`config.mk`:
```
export PLATFORM = sky130hd
export DESIGN_NAME = imem_loader
export DESIGN_NICKNAME = d
export VERILOG_FILES = /design/src/rtl/imem_loader.sv
export SDC_FILE = /design/constraint.sdc
export NUM_CORES = 1
export LEC_CHECK = 0
export BUFFER_PORTS_ARGS = -buffer_cell sky130_fd_sc_hd__buf_2
export CORE_MARGIN = 8
export CORE_UTILIZATION = 45
export CTS_CLUSTER_SIZE = 25
export DETAILED_ROUTE_END_ITERATION = 12
export PLACE_DENSITY = 0.7
export REMOVE_ABC_BUFFERS = 1
export SYNTH_ARGS = -nofsm -noshare
export SYNTH_HDL_FRONTEND = slang
export SYNTH_SLANG_ARGS = --single-unit
```
`constraint.sdc`:
```
create_clock -name clk -period 3.4 [get_ports clk]
set_clock_uncertainty 0.2 [all_clocks]
set_input_delay 0.68 -clock clk [delete_from_list [all_inputs] [get_ports clk]]
set_output_delay 0.68 -clock clk [all_outputs]
set_load 0.005 [all_outputs]
```
`src/rtl/imem_loader.sv`:
```
// imem_loader: turns a length-prefixed byte stream into 32-bit instruction-memory writes, holding the CPU in reset until loaded.
// Optional trailing XOR checksum byte is enabled by defining IMEM_LOADER_CHECKSUM_EN.
module imem_loader #(
  parameter int MAX_WORDS = 256
) (
  input  logic        clk,
  input  logic        rst,
  input  logic        byteValid,
  input  logic [7:0]  byteData,
  output logic        byteReady,
  input  logic        reload,
  output logic        memWrite,
  output logic [31:0] memAddr,
  output logic [31:0] memData,
  output logic        cpuRst,
  output logic        done,
  output logic        error
);

  typedef enum logic [2:0] {
    HDR_HI = 3'd0,
    HDR_LO = 3'd1,
    DATA   = 3'd2,
`ifdef IMEM_LOADER_CHECKSUM_EN
    CHK    = 3'd3,
`endif
    DONE   = 3'd4,
    ERR    = 3'd5
  } state_t;

`ifdef IMEM_LOADER_CHECKSUM_EN
  localparam state_t LOAD_END = CHK;
`else
  localparam state_t LOAD_END = DONE;
`endif

  state_t      state_q, state_d;
  logic [15:0] hdr_q, hdr_d;
  logic [23:0] shift_q, shift_d;
  logic [1:0]  cnt_q, cnt_d;
  logic [15:0] idx_q, idx_d;
  logic        mem_write_q, mem_write_d;
  logic [31:0] mem_addr_q, mem_addr_d;
  logic [31:0] mem_data_q, mem_data_d;
  logic        cpu_rst_q, done_q, error_q;
`ifdef IMEM_LOADER_CHECKSUM_EN
  logic [7:0]  csum_q, csum_d;
`endif

  logic [15:0] n_hdr;
  logic        last_word;
  assign n_hdr     = {hdr_q[15:8], byteData};
  assign last_word = (idx_q == hdr_q - 16'd1);

  always_ff @(posedge clk) begin
    if (rst) state_q <= HDR_HI;
    else     state_q <= state_d;
  end

  always_comb begin
    state_d = state_q;
    case (state_q)
      HDR_HI: if (byteValid) state_d = HDR_LO;
      HDR_LO: begin
        if (byteValid) begin
          if ({16'd0, n_hdr} > MAX_WORDS) state_d = ERR;
          else if (n_hdr == 16'd0)        state_d = LOAD_END;
          else                            state_d = DATA;
        end
      end
      DATA: if (byteValid && cnt_q == 2'd3 && last_word) state_d = LOAD_END;
`ifdef IMEM_LOADER_CHECKSUM_EN
      CHK: if (byteValid) state_d = (byteData == csum_q) ? DONE : ERR;
`endif
      DONE, ERR: if (reload) state_d = HDR_HI;
      default: state_d = HDR_HI;
    endcase
  end

  always_comb begin
    byteReady   = 1'b0;
    hdr_d       = hdr_q;
    shift_d     = shift_q;
    cnt_d       = cnt_q;
    idx_d       = idx_q;
    mem_write_d = 1'b0;
    mem_addr_d  = mem_addr_q;
    mem_data_d  = mem_data_q;
`ifdef IMEM_LOADER_CHECKSUM_EN
    csum_d      = csum_q;
`endif
    case (state_q)
      HDR_HI: begin
        byteReady = 1'b1;
        if (byteValid) hdr_d = {byteData, 8'h00};
      end
      HDR_LO: begin
        byteReady = 1'b1;
        if (byteValid) hdr_d = n_hdr;
      end
      DATA: begin
        byteReady = 1'b1;
        if (byteValid) begin
          shift_d = {shift_q[15:0], byteData};
          cnt_d   = cnt_q + 2'd1;
`ifdef IMEM_LOADER_CHECKSUM_EN
          csum_d  = csum_q ^ byteData;
`endif
          // Fourth byte completes the word: strobe it out next cycle, big-endian.
          if (cnt_q == 2'd3) begin
            mem_write_d = 1'b1;
            mem_data_d  = {shift_q, byteData};
            mem_addr_d  = {16'd0, idx_q};
            idx_d       = idx_q + 16'd1;
          end
        end
      end
`ifdef IMEM_LOADER_CHECKSUM_EN
      CHK: byteReady = 1'b1;
`endif
      DONE, ERR: begin
        if (reload) begin
          idx_d  = 16'd0;
          cnt_d  = 2'd0;
`ifdef IMEM_LOADER_CHECKSUM_EN
          csum_d = 8'd0;
`endif
        end
      end
      default: ;
    endcase
  end

  always_ff @(posedge clk) begin
    if (rst) begin
      hdr_q       <= 16'd0;
      shift_q     <= 24'd0;
      cnt_q       <= 2'd0;
      idx_q       <= 16'd0;
      mem_write_q <= 1'b0;
      mem_addr_q  <= 32'd0;
      mem_data_q  <= 32'd0;
      cpu_rst_q   <= 1'b1;
      done_q      <= 1'b0;
      error_q     <= 1'b0;
`ifdef IMEM_LOADER_CHECKSUM_EN
      csum_q      <= 8'd0;
`endif
    end else begin
      hdr_q       <= hdr_d;
      shift_q     <= shift_d;
      cnt_q       <= cnt_d;
      idx_q       <= idx_d;
      mem_write_q <= mem_write_d;
      mem_addr_q  <= mem_addr_d;
      mem_data_q  <= mem_data_d;
      cpu_rst_q   <= (state_q != DONE);
      done_q      <= (state_q == DONE);
      error_q     <= (state_q == ERR);
`ifdef IMEM_LOADER_CHECKSUM_EN
      csum_q      <= csum_d;
`endif
    end
  end

  assign memWrite = mem_write_q;
  assign memAddr  = mem_addr_q;
  assign memData  = mem_data_q;
  assign cpuRst   = cpu_rst_q;
  assign done     = done_q;
  assign error    = error_q;

endmodule

```
Yosys cells after proc, flatten, opt, wreduce, memory -nomap -nowiden
Index checks and enable logic that the tools add are counted.
{ "word_totals": {"register_bits": 113, "latch_bits": 0, "ram_bits": 0, "mem_bits_ro": 0, "mem_count": 0} }
{ "op_classes": {"n_addsub": 3, "mul": 0, "div_mod_pow": 0, "order_cmp": 1, "n_eq_ne": 13, "n_shift": 0, "muxes": 19, "bitwise_logic": 3, "reduce_logical": 16} }
{ "op_table": {"columns": ["op", "count"], "rows": [
  ["16-bit 2-to-1 mux", 4],
  ["16-bit one-hot mux with 2 select lines", 2],
  ["3-bit 2-to-1 mux", 6],
  ["16-bit by 1-bit adder with 16-bit output, second input constant", 1],
  ["16-bit == test", 1],
  ["16-bit by 9-bit > comparator with 1-bit output, second input constant", 1],
  ["16-bit logical NOT", 1],
  ["16-bit by 1-bit subtractor with 16-bit output, second input constant", 1],
  ["2-bit != test, second input constant", 6],
  ["3-bit one-hot mux with 4 select lines", 1],
  ["3-bit AND reduction", 4],
  ["8-bit 2-to-1 mux", 1],
  ["4-bit AND reduction", 2],
  ["3-bit == test, second input constant", 2],
  ["3-bit OR reduction", 2],
  ["2-bit 2-to-1 mux", 2],
  ["2-bit one-hot mux with 2 select lines", 1],
  ["2-bit nonzero test", 2],
  ["3-bit by 1-bit == test with 1-bit output, second input constant", 1],
  ["3-bit by 2-bit == test with 1-bit output, second input constant", 1],
  ["3-bit logical NOT", 1],
  ["3-bit != test, second input constant", 1],
  ["1-bit inverter", 3],
  ["2-bit by 1-bit adder with 2-bit output, second input constant", 1],
  ["other kinds (5)", 7]
]} }

Longest topological paths before layout
{ "logic_depth": {"depth_word": 5, "mapped_depth": 9} }

Worst setup path after synthesis
No wires, ideal clock.
{ "synth_timing": {"path_type": "reg-to-reg", "startpoint": "register hdr_q[2]", "endpoint": "register state_q[1]", "setup_time_ns": 0.115, "arrival_ns": 2.011, "t_required_ns": 3.085, "path_slack_ns": 1.074, "stages_incl_launch_ff": 8, "path_buffers": 1, "synth_period_minus_slack_ns": 2.326, "path_cell_list": "dfxtp_1 -> buf_6 -> or4_4 -> o41ai_2 -> o32a_1 -> a21oi_1 -> or3b_1 -> o21a_1"} }
{ "synth_between": {"elab_chain_cells": 5} }
{ "synth_rtl": {"columns": ["item", "line", "source"], "rows": [
  ["from (decl)", "38", "logic [15:0] hdr_q, hdr_d;"],
  ["from (signal assigned)", "150", "hdr_q <= hdr_d;"],
  ["16-bit by 1-bit subtractor with 16-bit output", "53", "assign last_word = (idx_q == hdr_q - 16'd1);"],
  ["16-bit == test", "53", null],
  ["1-bit logical AND", "71", "DATA: if (byteValid && cnt_q == 2'd3 && last_word) state_d = LOAD_END;"],
  ["2-bit != test (no line)", null, null],
  ["4-bit AND reduction (no line)", null, null],
  ["to (signal assigned)", "57", "else state_q <= state_d;"],
  ["to (decl)", "37", "state_t state_q, state_d;"]
]} }
No other way between the ends.
A chain may end at the register's enable or synchronous reset.

Worst setup path after layout
Ends and elaborated chain as after synthesis.

==> flow_metrics.tcl <==
set metrics [dict create \
    synth_edf_count 0 \
    slew_violations 0 \
    rsz0062_at_grt "no" \
    cts_setup_buffers 0 \
    arrival_ns 2.73 \
    worst_slew_pin_slew_ns 0.705 \
    antenna_found_initial 0 \
    clock_sinks 113 \
    clk_pin_slew_ns 0.06 \
    crit_type "reg -> reg" \
    drive_gt1_share_pct 16.0 \
    hold_class "in -> reg" \
    clock_path_buffers 2 \
    p_per_area_nw_per_um2 573 \
    dp_hpwl_um 8380 \
    post_dp_cell_area_um2 5180 \
    cts_tree "done" \
    outcome "finished clean" \
    cts.htree.levels 4 \
    die_w_um 120 \
    multi_input_area_um2 2340 \
    post_drt_wl_per_cell_um 14.5 \
    clock_latency_ns 0.52 \
    antennaDiodeCount 0 \
    clock-root-buffer "clkbuf_8" \
    die_h_um 120 \
    syn_area_per_cell_um2 7.81 \
    setup_ws_ns 0.886 \
    fin_cells 823 \
    startpoint_type "flop" \
    post_cts_resized 0 \
    die-area_um2 14300 \
    slew_headroom_pct 52.9 \
    final_cell_mix "nand2_1 (185), dfxtp_1 (113), a21oi_1 (96)" \
    yosysWarnings 0 \
    ys_types 55 \
    first_pass_iters 5 \
    area_growth_pct 18.9 \
    drt_wl_total_um 12000 \
    syn-cell-area_um2 4840 \
    yosys_register_bits 113 \
    synth_top_area_cell "dfxtp_1" \
    max_cap_violations 0 \
    dr_total_vias 4322 \
    fin_crit_ns 2.51 \
    endpoint_kind "flop" \
    overflow 0 \
    grt_pass1_wl_um 20200 \
    grt_max_degree 53 \
    critical_path.max_fanout 9 \
    gp_congestion 0.878 \
    synth-main-ff-cell "dfxtp_1" \
    place_ws_ns 0.687 \
    first_global_vias 4179 \
    cts_buffers 17 \
    io_buffers 64 \
    ios 81 \
    hold_violations 0 \
    ctsHoldBuffers 0 \
    core-area_um2 10700 \
    yosysTopAreaCellShare_pct 46.7 \
    syn_inst 620 \
    nets 685 \
    start_util_pct 45.5 \
    yosysSeqAreaShare_pct 46.7 \
    post-route-period-util_pct 74.0 \
    synth_area_leaders "dfxtp_1 (47%), nand2_1 (14%), a21oi_1 (9.9%)" \
    drc 0 \
    grt_usage_pct 17.1 \
    post-route-cell-area_um2 5760 \
    postSynth.asyncResetShare_pct 0 \
    core.rowCount 38 \
    fmax_mhz 398 \
    regArea_um2 2260 \
    setup_viol 0 \
    post-place-cells 791 \
    final_common_cell "nand2_1" \
    vias_per_cell 5.25 \
    leakage_uw 0.00220 \
    nFillCells 1024 \
    required_ns 3.61 \
    postRouteAntennaNets 0 \
    vdd_ir_drop_max_uv 335 \
    drt_iter0_markers 335 \
    postLayoutCoreUtil_pct 54.1 \
]
## sequential cells by signal (all words and copies together), names as in the netlist
register and flops:
cnt_q 2, cpuRst 1, done 1, error 1
hdr_q 16, idx_q 16, memAddr 16, memData 32
memWrite 1, shift_q 24, state_q 3
## cell type report
| class | count | share of cell area [%] |
|---|---|---|
| Multi-Input combinational cell | 458 | 40.6 |
| Clock buffer | 17 | 7.19 |
| Clock inverter | 15 | 2.78 |
| Sequential cell | 113 | 39.3 |
| Timing Repair Buffer | 71 | 6.48 |
| Inverter | 9 | 0.587 |
| Tap cell | 140 | 3.04 |
## metrics by stage
step,setup TNS (ns),total power (µW),hold WS (ns)
2_1_floorplan,-85.36,1540,0.226
3_3_place_gp,0,1610,0.242
3_5_place_dp,0,1610,0.244
4_1_cts,0,3310,0.235
5_1_grt,0,3420,0.236
6_report,0,3300,0.241
## critical path, cell delays in order, from the launching register on
cell      delay (ns)
dfxtp_1         0.44
or4_4           0.62
nor2_1          0.22
nand3_1         0.13
mux2i_1         0.16
a2111o_1        0.44
o21a_1          0.20
## synth_stat cells (2+ instances only)
library cell / count
a21oi_1: 96
and3_1: 5
buf_2: 4
buf_4: 17
clkbuf_1: 32
dfxtp_1: 113
ha_1: 3
inv_1: 9
nand2_1: 186
nand2b_1: 6
nand3_1: 19
nand3b_1: 2
nand4_1: 5
nor2_1: 28
nor2b_1: 2
nor3_1: 8
nor3b_1: 2
nor4_1: 9
o211ai_1: 2
o21ai_0: 4
o22ai_1: 3
o31a_1: 3
or3_1: 3
xnor2_1: 16
xor2_1: 13
## report_power, final
group	switching (µW)	total [µW]	leakage, µW	internal (µW)
logic	134	215	0.00101	80.7
clock network	659	1710	0.000272	1050
registers	33.3	1380	0.000912	1340
total	827	3300	0.00220	2470
## metal layers
| metal | global-route usage (%) | wire length, µm |
|---|---|---|
| met2 | 28.1 | 5870 |
| met5 | 0 | 0 |
| met4 | 6.64 | 159 |
| met1 | 20.2 | 5040 |
| met3 | 5.73 | 912 |
## logic make-up (layout without fill, tap and decap cells)
family / after synthesis / after routing / share of synthesized area (%)
XOR/XNOR: 29 / 29 / 5.24
AND/OR/NAND/NOR: 288 / 288 / 26.4
AO/OA/AOI/OAI: 121 / 121 / 14.0
buffers and inverters: 64 / 112 / 6.53
adder cells (fa/ha/maj): 3 / 3 / 0.775
other: 1 / 16 / 0.0774
multiplexers: 1 / 1 / 0.207
flip-flops: 113 / 113 / 46.7
## path summary, 6_finish.rpt
kind	from	end	slack, ns	cells past startpoint
min reg2reg	memData[21]$_SDFFE_PP0P_	memData[21]$_SDFFE_PP0P_	0.25	2
max	hdr_q[2]$_SDFFE_PP0P_	state_q[1]$_SDFFE_PP0P_	0.89	6
max reg2reg	hdr_q[2]$_SDFFE_PP0P_	state_q[1]$_SDFFE_PP0P_	0.89	6
min	byteData[2]	shift_q[2]$_SDFFE_PP0P_	0.24	3
No activity file was read; power rests on OpenSTA's default activity.
